File: config.mk
export PLATFORM = sky130hd
export DESIGN_NAME = nibble_serial_adder
export DESIGN_NICKNAME = d
export VERILOG_FILES = /design/src/rtl/nibble_serial_adder.sv
export SDC_FILE = /design/constraint.sdc
export NUM_CORES = 1
export LEC_CHECK = 0
export CAP_MARGIN = 20
export CORE_ASPECT_RATIO = 0.9
export CORE_MARGIN = 4
export CORE_UTILIZATION = 48
export CTS_CLUSTER_SIZE = 28
export DETAILED_ROUTE_END_ITERATION = 10
export PLACE_DENSITY = 0.78
export SYNTH_ARGS = -nofsm -noshare
export SYNTH_HDL_FRONTEND = slang
export SYNTH_SLANG_ARGS = --single-unit
File: constraint.sdc
create_clock -name clk -period 3.33 [get_ports clk]
set_input_delay 0.666 -clock clk [delete_from_list [all_inputs] [get_ports clk]]
set_output_delay 0.666 -clock clk [all_outputs]
set_load 0.05 [all_outputs]
File: src/rtl/nibble_serial_adder.sv
// Multi-cycle WIDTH-bit adder: one 4-bit ripple_adder processes the operands one
// nibble per clock, least significant first, with the carry held in a register.

module ripple_adder (
  input  logic [3:0] a,
  input  logic [3:0] b,
  input  logic       cin,
  output logic [3:0] s,
  output logic       cout
);

  logic [4:0] c;

  assign c[0] = cin;

  for (genvar k = 0; k < 4; k++) begin : g_fa
    assign s[k]   = a[k] ^ b[k] ^ c[k];
    assign c[k+1] = (a[k] & b[k]) | (c[k] & (a[k] ^ b[k]));
  end

  assign cout = c[4];

endmodule

module nibble_serial_adder #(
  parameter int WIDTH = 16
) (
  input  logic             clk,
  input  logic             rst_n,
  input  logic             in_valid,
  output logic             in_ready,
  input  logic [WIDTH-1:0] a,
  input  logic [WIDTH-1:0] b,
  input  logic             cin,
  output logic             out_valid,
  input  logic             out_ready,
  output logic [WIDTH-1:0] sum,
  output logic             cout,
  output logic             busy
);

  // WIDTH must be a positive multiple of 4.
  localparam int N     = WIDTH / 4;
  localparam int IDX_W = (N > 1) ? $clog2(N) : 1;
  localparam logic [IDX_W-1:0] LAST = IDX_W'(N - 1);

  typedef enum logic [1:0] {
    IDLE = 2'd0,
    ADD  = 2'd1,
    DONE = 2'd2
  } state_t;

  state_t             state_q;
  state_t             state_d;
  logic [WIDTH-1:0]   a_q;
  logic [WIDTH-1:0]   b_q;
  logic               carry_q;
  logic [IDX_W-1:0]   idx_q;
  logic [WIDTH-1:0]   sum_q;
  logic               cout_q;
  logic               out_valid_q;

  logic [3:0]         nib_a;
  logic [3:0]         nib_b;
  logic [3:0]         nib_s;
  logic               nib_cout;
  logic               accept;
  logic               last_nib;

  // Nibble select: explicit mux over constant slices keeps every index in range.
  always_comb begin
    nib_a = 4'd0;
    nib_b = 4'd0;
    for (int k = 0; k < N; k++) begin
      if (idx_q == IDX_W'(k)) begin
        nib_a = a_q[4*k +: 4];
        nib_b = b_q[4*k +: 4];
      end
    end
  end

  ripple_adder u_ripple (
    .a    (nib_a),
    .b    (nib_b),
    .cin  (carry_q),
    .s    (nib_s),
    .cout (nib_cout)
  );

  assign accept   = (state_q == IDLE) && in_valid;
  assign last_nib = (state_q == ADD) && (idx_q == LAST);

  always_comb begin
    state_d = state_q;
    case (state_q)
      IDLE:    if (in_valid)  state_d = ADD;
      ADD:     if (last_nib)  state_d = DONE;
      DONE:    if (out_ready) state_d = IDLE;
      default: state_d = IDLE;
    endcase
  end

  // Operand capture: plain data, no reset needed.
  always_ff @(posedge clk) begin
    if (accept) begin
      a_q <= a;
      b_q <= b;
    end
  end

  // Control state, carry chain and result registers.
  always_ff @(posedge clk or negedge rst_n) begin
    if (!rst_n) begin
      state_q     <= IDLE;
      carry_q     <= 1'b0;
      idx_q       <= '0;
      sum_q       <= '0;
      cout_q      <= 1'b0;
      out_valid_q <= 1'b0;
    end else begin
      state_q <= state_d;
      case (state_q)
        IDLE: begin
          if (in_valid) begin
            carry_q <= cin;
            idx_q   <= '0;
          end
        end
        ADD: begin
          carry_q <= nib_cout;
          for (int k = 0; k < N; k++) begin
            if (idx_q == IDX_W'(k)) sum_q[4*k +: 4] <= nib_s;
          end
          if (last_nib) begin
            cout_q      <= nib_cout;
            out_valid_q <= 1'b1;
          end else begin
            idx_q <= idx_q + IDX_W'(1);
          end
        end
        DONE: begin
          if (out_ready) out_valid_q <= 1'b0;
        end
        default: out_valid_q <= 1'b0;
      endcase
    end
  end

  assign in_ready  = (state_q == IDLE);
  assign busy      = (state_q != IDLE);
  assign out_valid = out_valid_q;
  assign sum       = sum_q;
  assign cout      = cout_q;

endmodule

Yosys cells after proc, flatten, opt, wreduce, memory -nomap -nowiden
Index checks and enable logic that the tools add are counted.
Widths: inputs -> output; s select.
Storage, ports and cells
  bits in registers: 55
  input port bits: 37
  output and inout port bits: 20
  logic and storage cells: 77
Operators by class
  add/sub/neg operators: 1
  equal/unequal tests: 9
  mux-type cells: 20
  bitwise operators: 21
  reductions and logical operators: 15
Operators with widths (count)
  $mux 4: 8
  $reduce_and 2->1: 6
  $mux 2: 5
  $reduce_and 3->1: 3
  $and 1x1->1: 8
  $ne 2x2->1 const B: 4
  $xor 1x1->1: 8
  $eq 2x2->1 const B: 3
  $pmux 2 s3: 1
  $eq 2x1->1 const B: 2
  $logic_not 2->1: 2
  $or 1x1->1: 4
  $pmux 2 s2: 1
  $reduce_bool 2->1: 2
  $mux 1: 3
  $pmux 1 s3: 1
  $add 2x1->2 const B: 1
  $logic_and 1x1->1: 2
  $pmux 1 s2: 1
  $not 1->1: 1

Longest topological paths before layout
  depth in word-level cells: 15
  mapped depth: 13
  depth with buffers taken out: 12

Hierarchy
From an unflattened synthesis, not the netlist that was laid out.
Unflattened totals
  cells, all modules: 156
  area, all modules: 2358.5 sq um
By module, submodules not included
  nibble_serial_adder: instances 1, cells each 142, area an instance 2240.9 sq um, seq. area each 1536.5 sq um
  ripple_adder: instances 1, cells each 14, area an instance 117.6 sq um, seq. area each 0.0 sq um

Worst setup path before layout
Ideal clock, no wire load.
  path kind: reg-to-reg
  start: reg idx_q[0]
  end: reg sum_q[11], in the netlist sum[11]
  setup time: 128 ps
  arrival time: 2950 ps
  required time: 3202 ps
  slack: 252 ps
  cell stages (with the launch flop): 12
  path buffers: 1
  period minus slack after synthesis: 3078 ps
  path through: dfrtp_1 > ha_1 > buf_2 > nor2_2 > o211ai_1 > o211ai_1 > fa_1 > inv_1 > fa_1 > fa_1 > fa_1 > mux2_1
On the way
  longest elaborated chain between the ends: 13
  elaborated cells on any way between the ends: 27
  those cells by class: eq/ne (3); mux (8); bitwise (14); reduce/logical (2)
RTL lines
  start, declared: RTL line 58  | logic [IDX_W-1:0] idx_q;
  start signal, assigned: RTL line 138  | idx_q <= idx_q + IDX_W'(1);
  $logic_not 2->1: RTL line 75  | if (idx_q == IDX_W'(k)) begin
  $mux 4 (4 in a row): RTL line 75
  $xor 1x1->1: RTL line 18  | assign c[k+1] = (a[k] & b[k]) | (c[k] & (a[k] ^ b[k]));
  $and 1x1->1: RTL line 18
  $or 1x1->1: RTL line 18
  $and 1x1->1: RTL line 18
  $or 1x1->1: RTL line 18
  $and 1x1->1: RTL line 18
  $or 1x1->1: RTL line 18
  $xor 1x1->1 *: RTL line 17  | assign s[k] = a[k] ^ b[k] ^ c[k];
  named net nib_s[3]: RTL line 65  | logic [3:0] nib_s;
  end signal, assigned by index: RTL line 132  | if (idx_q == IDX_W'(k)) sum_q[4*k +: 4] <= nib_s;
  end, declared: RTL line 59  | logic [WIDTH-1:0] sum_q;
The timed path passes the listed nets; every way through them passes the cells marked *.
A chain may end at the register's enable or synchronous reset.

Worst setup path after layout
  start: reg idx_q[0]
  end: reg sum_q[7], in the netlist sum[7]
Same word-level chain as after synthesis.

==> Implementation_results.wiki <==
{| class="wikitable"
! Metric !! Value
|-
| First DRT Iteration DRCs || 116
|-
| Area share of the largest cell type after synthesis || 0.420
|-
| Maximum number of pins on one net before global-route repair || 33
|-
| Slowest stage cell, crit path || sky130_fd_sc_hd__fa_1
|-
| Sequential fraction of the synthesis area || 0.672
|-
| Core region area || ~4500 um2
|-
| Avg Inst Size Synth || 14.7 um2
|-
| Peak ir drop on the vdd network || ~0.50 mV
|-
| # DRC || 0
|-
| Status || complete, no violations
|-
| Placed Instances || 275
|-
| RSZ-0062 raised after global routing || false
|-
| Number of warnings reported in the yosys synthesis log || 0
|-
| Largest fanout on the critical path || 6
|-
| Via count of the first global-routing pass || 1579
|-
| Area of placed instances || 2940 um2
|-
| Top_reg_cell synth || sky130_fd_sc_hd__edfxtp_1
|-
| Final slew viol count || 0
|-
| Antenna diode count || 0
|-
| Type of the worst min-delay path || reg2reg
|-
| I/O Buffers || 56
|-
| NumNets Final || about 270
|-
| Achievable Freq || 316 MHz
|-
| Netlist Area Pre-Place || roughly 2300 um2
|-
| Critical path data required time || 3.52 ns
|-
| Count of cell types in the netlist || 31
|-
| Via-per-instance ratio || ~5.1
|-
| Final Routed Wirelength || 4530 um
|-
| Count of TritonRoute iterations in the first routing pass || 4
|-
| Number of placement rows || 23
|-
| Fill cells || 328
|-
| Final setup viols || 0
|-
| Top-level I/O count || 57
|-
| Top library cells by usage in the layout, fill and taps aside || 56 x sky130_fd_sc_hd__clkdlybuf4s50_1, 32 x sky130_fd_sc_hd__edfxtp_1, 22 x sky130_fd_sc_hd__dfrtp_1, 18 x sky130_fd_sc_hd__nand2_1, 13 x sky130_fd_sc_hd__mux2_1
|-
| Final Critical Period || 3.16 ns
|-
| Clock tree from TritonCTS || done
|-
| EDFF count, synth || 32
|-
| Max incr delay on CP || approximately 0.49 ns
|-
| Startpoint type of the worst setup path || register
|-
| Worst Setup End Kind || register
|-
| PD cells || 1110 nW/um2
|-
| Actual transition at the worst max-transition pin || 0.532 ns
|-
| Number of hold violations in the final report || 0
|-
| Antenna violations before repair || 0
|-
| Post-CTS clock slew at the launch and capture registers of the worst setup and hold paths || 0.09 ns
|-
| Die Height || 73.5 um
|-
| Clock Latency Late Sink || a little over 0.3 ns
|-
| Combined global-route utilization of all metal layers || 0.168
|-
| Final design instance area without fill || 3080 um2
|-
| Most frequent standard cell in the layout excluding fill and tap cells || sky130_fd_sc_hd__clkdlybuf4s50_1
|-
| Share of flip-flops with an asynchronous set or reset || 0.418
|-
| Routed vias || 1459
|-
| Die width || 80.7 um
|-
| Type of the worst setup path || reg2reg
|-
| Buffer type at the clock tree root || sky130_fd_sc_hd__clkbuf_8
|-
| GP Congestion || 0.826
|-
| CP Data Arrival Time || 3.35 ns
|-
| Die area || 5930 um2
|-
| Detailed placement HPWL || 3500 um
|-
| Wire length of the first global-routing pass || between 7000 and 8000 um
|-
| Number of CTS-inserted buffers || 5
|-
| Relative area change from synthesis to final layout || 34.6%
|-
| Post-route insts no fill || 284
|-
| Clock Skew || 0.00791 ns
|-
| GRT overflow || 0
|-
| Leakage dissipation || 1.17 nW
|-
| Number of maximum-capacitance constraint violations || 0
|-
| Clock net sink count || 55
|-
| Most Frequent Cell on Critical Path || sky130_fd_sc_hd__fa_1
|-
| Normalized max-slew margin || 0.644
|-
| H-Tree Depth || 2
|-
| Cells after synthesis || around 160
|-
| Number of storage elements in the synthesis netlist || between 50 and 60
|-
| Post-route setup TNS || 0 ns
|-
| Ordered cell list for the critical path || inv_1 > ha_1 > nor2_2 > o211ai_1 > o211ai_1 > fa_1 > inv_1 > fa_1 > fa_1 > fa_1 > mux2_1
|-
| Cell taking the most area after synthesis || sky130_fd_sc_hd__edfxtp_1
|-
| Synth area leaders || sky130_fd_sc_hd__edfxtp_1 42%, sky130_fd_sc_hd__dfrtp_1 25%, sky130_fd_sc_hd__mux2_1 6.4%
|-
| Mapped Nets || ~200
|-
| Share of post-route cells with drive strength above 1 || 0.0991
|-
| CTS Hold Buffers Added || 0
|-
| Detail-routed net length per standard cell || around 16 um
|-
| Post-route fraction of the period consumed by the critical path || 0.949
|-
| Starting Density || 0.506
|-
| Count of nets left with antenna violations after detail routing || 0
|-
| Clock Tree Buf Depth || 2
|}
==> power breakdown <==
group	total, mW	internal (mW)	switching [mW]	leakage (nW)
clock	0.433	0.224	0.209	0.0581
sequential	1.10	0.960	0.137	0.570
combinational	1.88	0.747	1.13	0.539
==> state kept, by name, indices dropped and copies added (netlist names) <==
register and cells:
out_valid 1, idx_q 2, carry_q 1, a_q 16
b_q 16, state_q 2, sum 16, cout 1
==> cells by family (layout without fill, tap and decap cells) <==
logic type / after synthesis / in the layout / synth area share
buffers and inverters: 11 / 77 / 0.0219
and+or+nand+nor: 41 / 41 / 0.109
adders and majority gates: 8 / 8 / 0.0569
AOI/OAI and AO/OA: 28 / 28 / 0.0761
DFF: 55 / 55 / 0.672
muxes: 13 / 13 / 0.0640
==> stage by stage <==
step / hold slack (ns) / utilization / total power, mW / setup slack (ns)
finish: 0.492 / 0.681 / 3.41 / 0.169
detailed placement: 0.475 / 0.651 / 2.99 / 0.113
global placement: 0.469 / 0.651 / 2.89 / 0.279
global route: 0.517 / 0.681 / 3.63 / 0.0122
floorplan: 0.370 / - / 2.35 / 0.252
CTS: 0.496 / 0.676 / 3.43 / 0.0915
==> final cells by class <==
| cell class | count | area, um2 | area share |
|---|---|---|---|
| Sequential cell | 55 | 1540 | 0.500 |
| Multi-Input combinational cell | 90 | 702 | 0.228 |
| Timing Repair Buffer | 63 | 621 | 0.202 |
| Tap cell | 62 | 77.6 | 0.0252 |
| Clock buffer | 5 | 68.8 | 0.0224 |
| Clock inverter | 3 | 43.8 | 0.0142 |
| Inverter | 6 | 26.3 | 0.00854 |
==> synth_stat cells (2+ instances only) <==
cell type	instances
sky130_fd_sc_hd__o21ai_1	7
sky130_fd_sc_hd__o211ai_1	3
sky130_fd_sc_hd__dfrtp_1	23
sky130_fd_sc_hd__o22ai_1	6
sky130_fd_sc_hd__nand3b_4	2
sky130_fd_sc_hd__buf_2	4
sky130_fd_sc_hd__nor2_1	3
sky130_fd_sc_hd__nand2b_1	2
sky130_fd_sc_hd__fa_1	4
sky130_fd_sc_hd__edfxtp_1	32
sky130_fd_sc_hd__inv_1	4
sky130_fd_sc_hd__mux2_1	13
sky130_fd_sc_hd__a31oi_1	7
sky130_fd_sc_hd__ha_1	4
sky130_fd_sc_hd__nand2_1	18
sky130_fd_sc_hd__nand3b_1	9
==> final timing paths <==
path	from	slack, ns	depth (start not counted)	to
setup / recovery	idx_q[0]$_DFFE_PN0P_	0.17	11	sum[7]$_DFFE_PN0P_
hold / removal	sum[0]$_DFFE_PN0P_	0.49	2	sum[0]$_DFFE_PN0P_
setup reg to reg	idx_q[0]$_DFFE_PN0P_	0.17	11	sum[7]$_DFFE_PN0P_
hold reg to reg	sum[0]$_DFFE_PN0P_	0.49	2	sum[0]$_DFFE_PN0P_
max in group asynchronous	rst_n	2.31	2	sum[15]$_DFFE_PN0P_
min in group asynchronous	rst_n	0.61	1	sum[8]$_DFFE_PN0P_
==> layer usage <==
metal	track usage	share of wire
met1	0.208	0.43
met5	0	0
met4	0.0563	0.022
met2	0.284	0.47
met3	0.0490	0.077
==> critical path: cells and delay by family (launching register included) <==
kind            cells  cell delay (ns)
simple gates        1             0.19
compound gates      2             0.25
buf+inv             2             0.14
mux                 1             0.31
fa+ha+maj           5             1.74
flops               1             0.42
==> timing repair <==
action                     in CTS  in global routing
gates resized for setup         0                  3
setup endpoints to repair       0                  5
setup buffers                   0                  0
(Power assumes the default switching activity.)
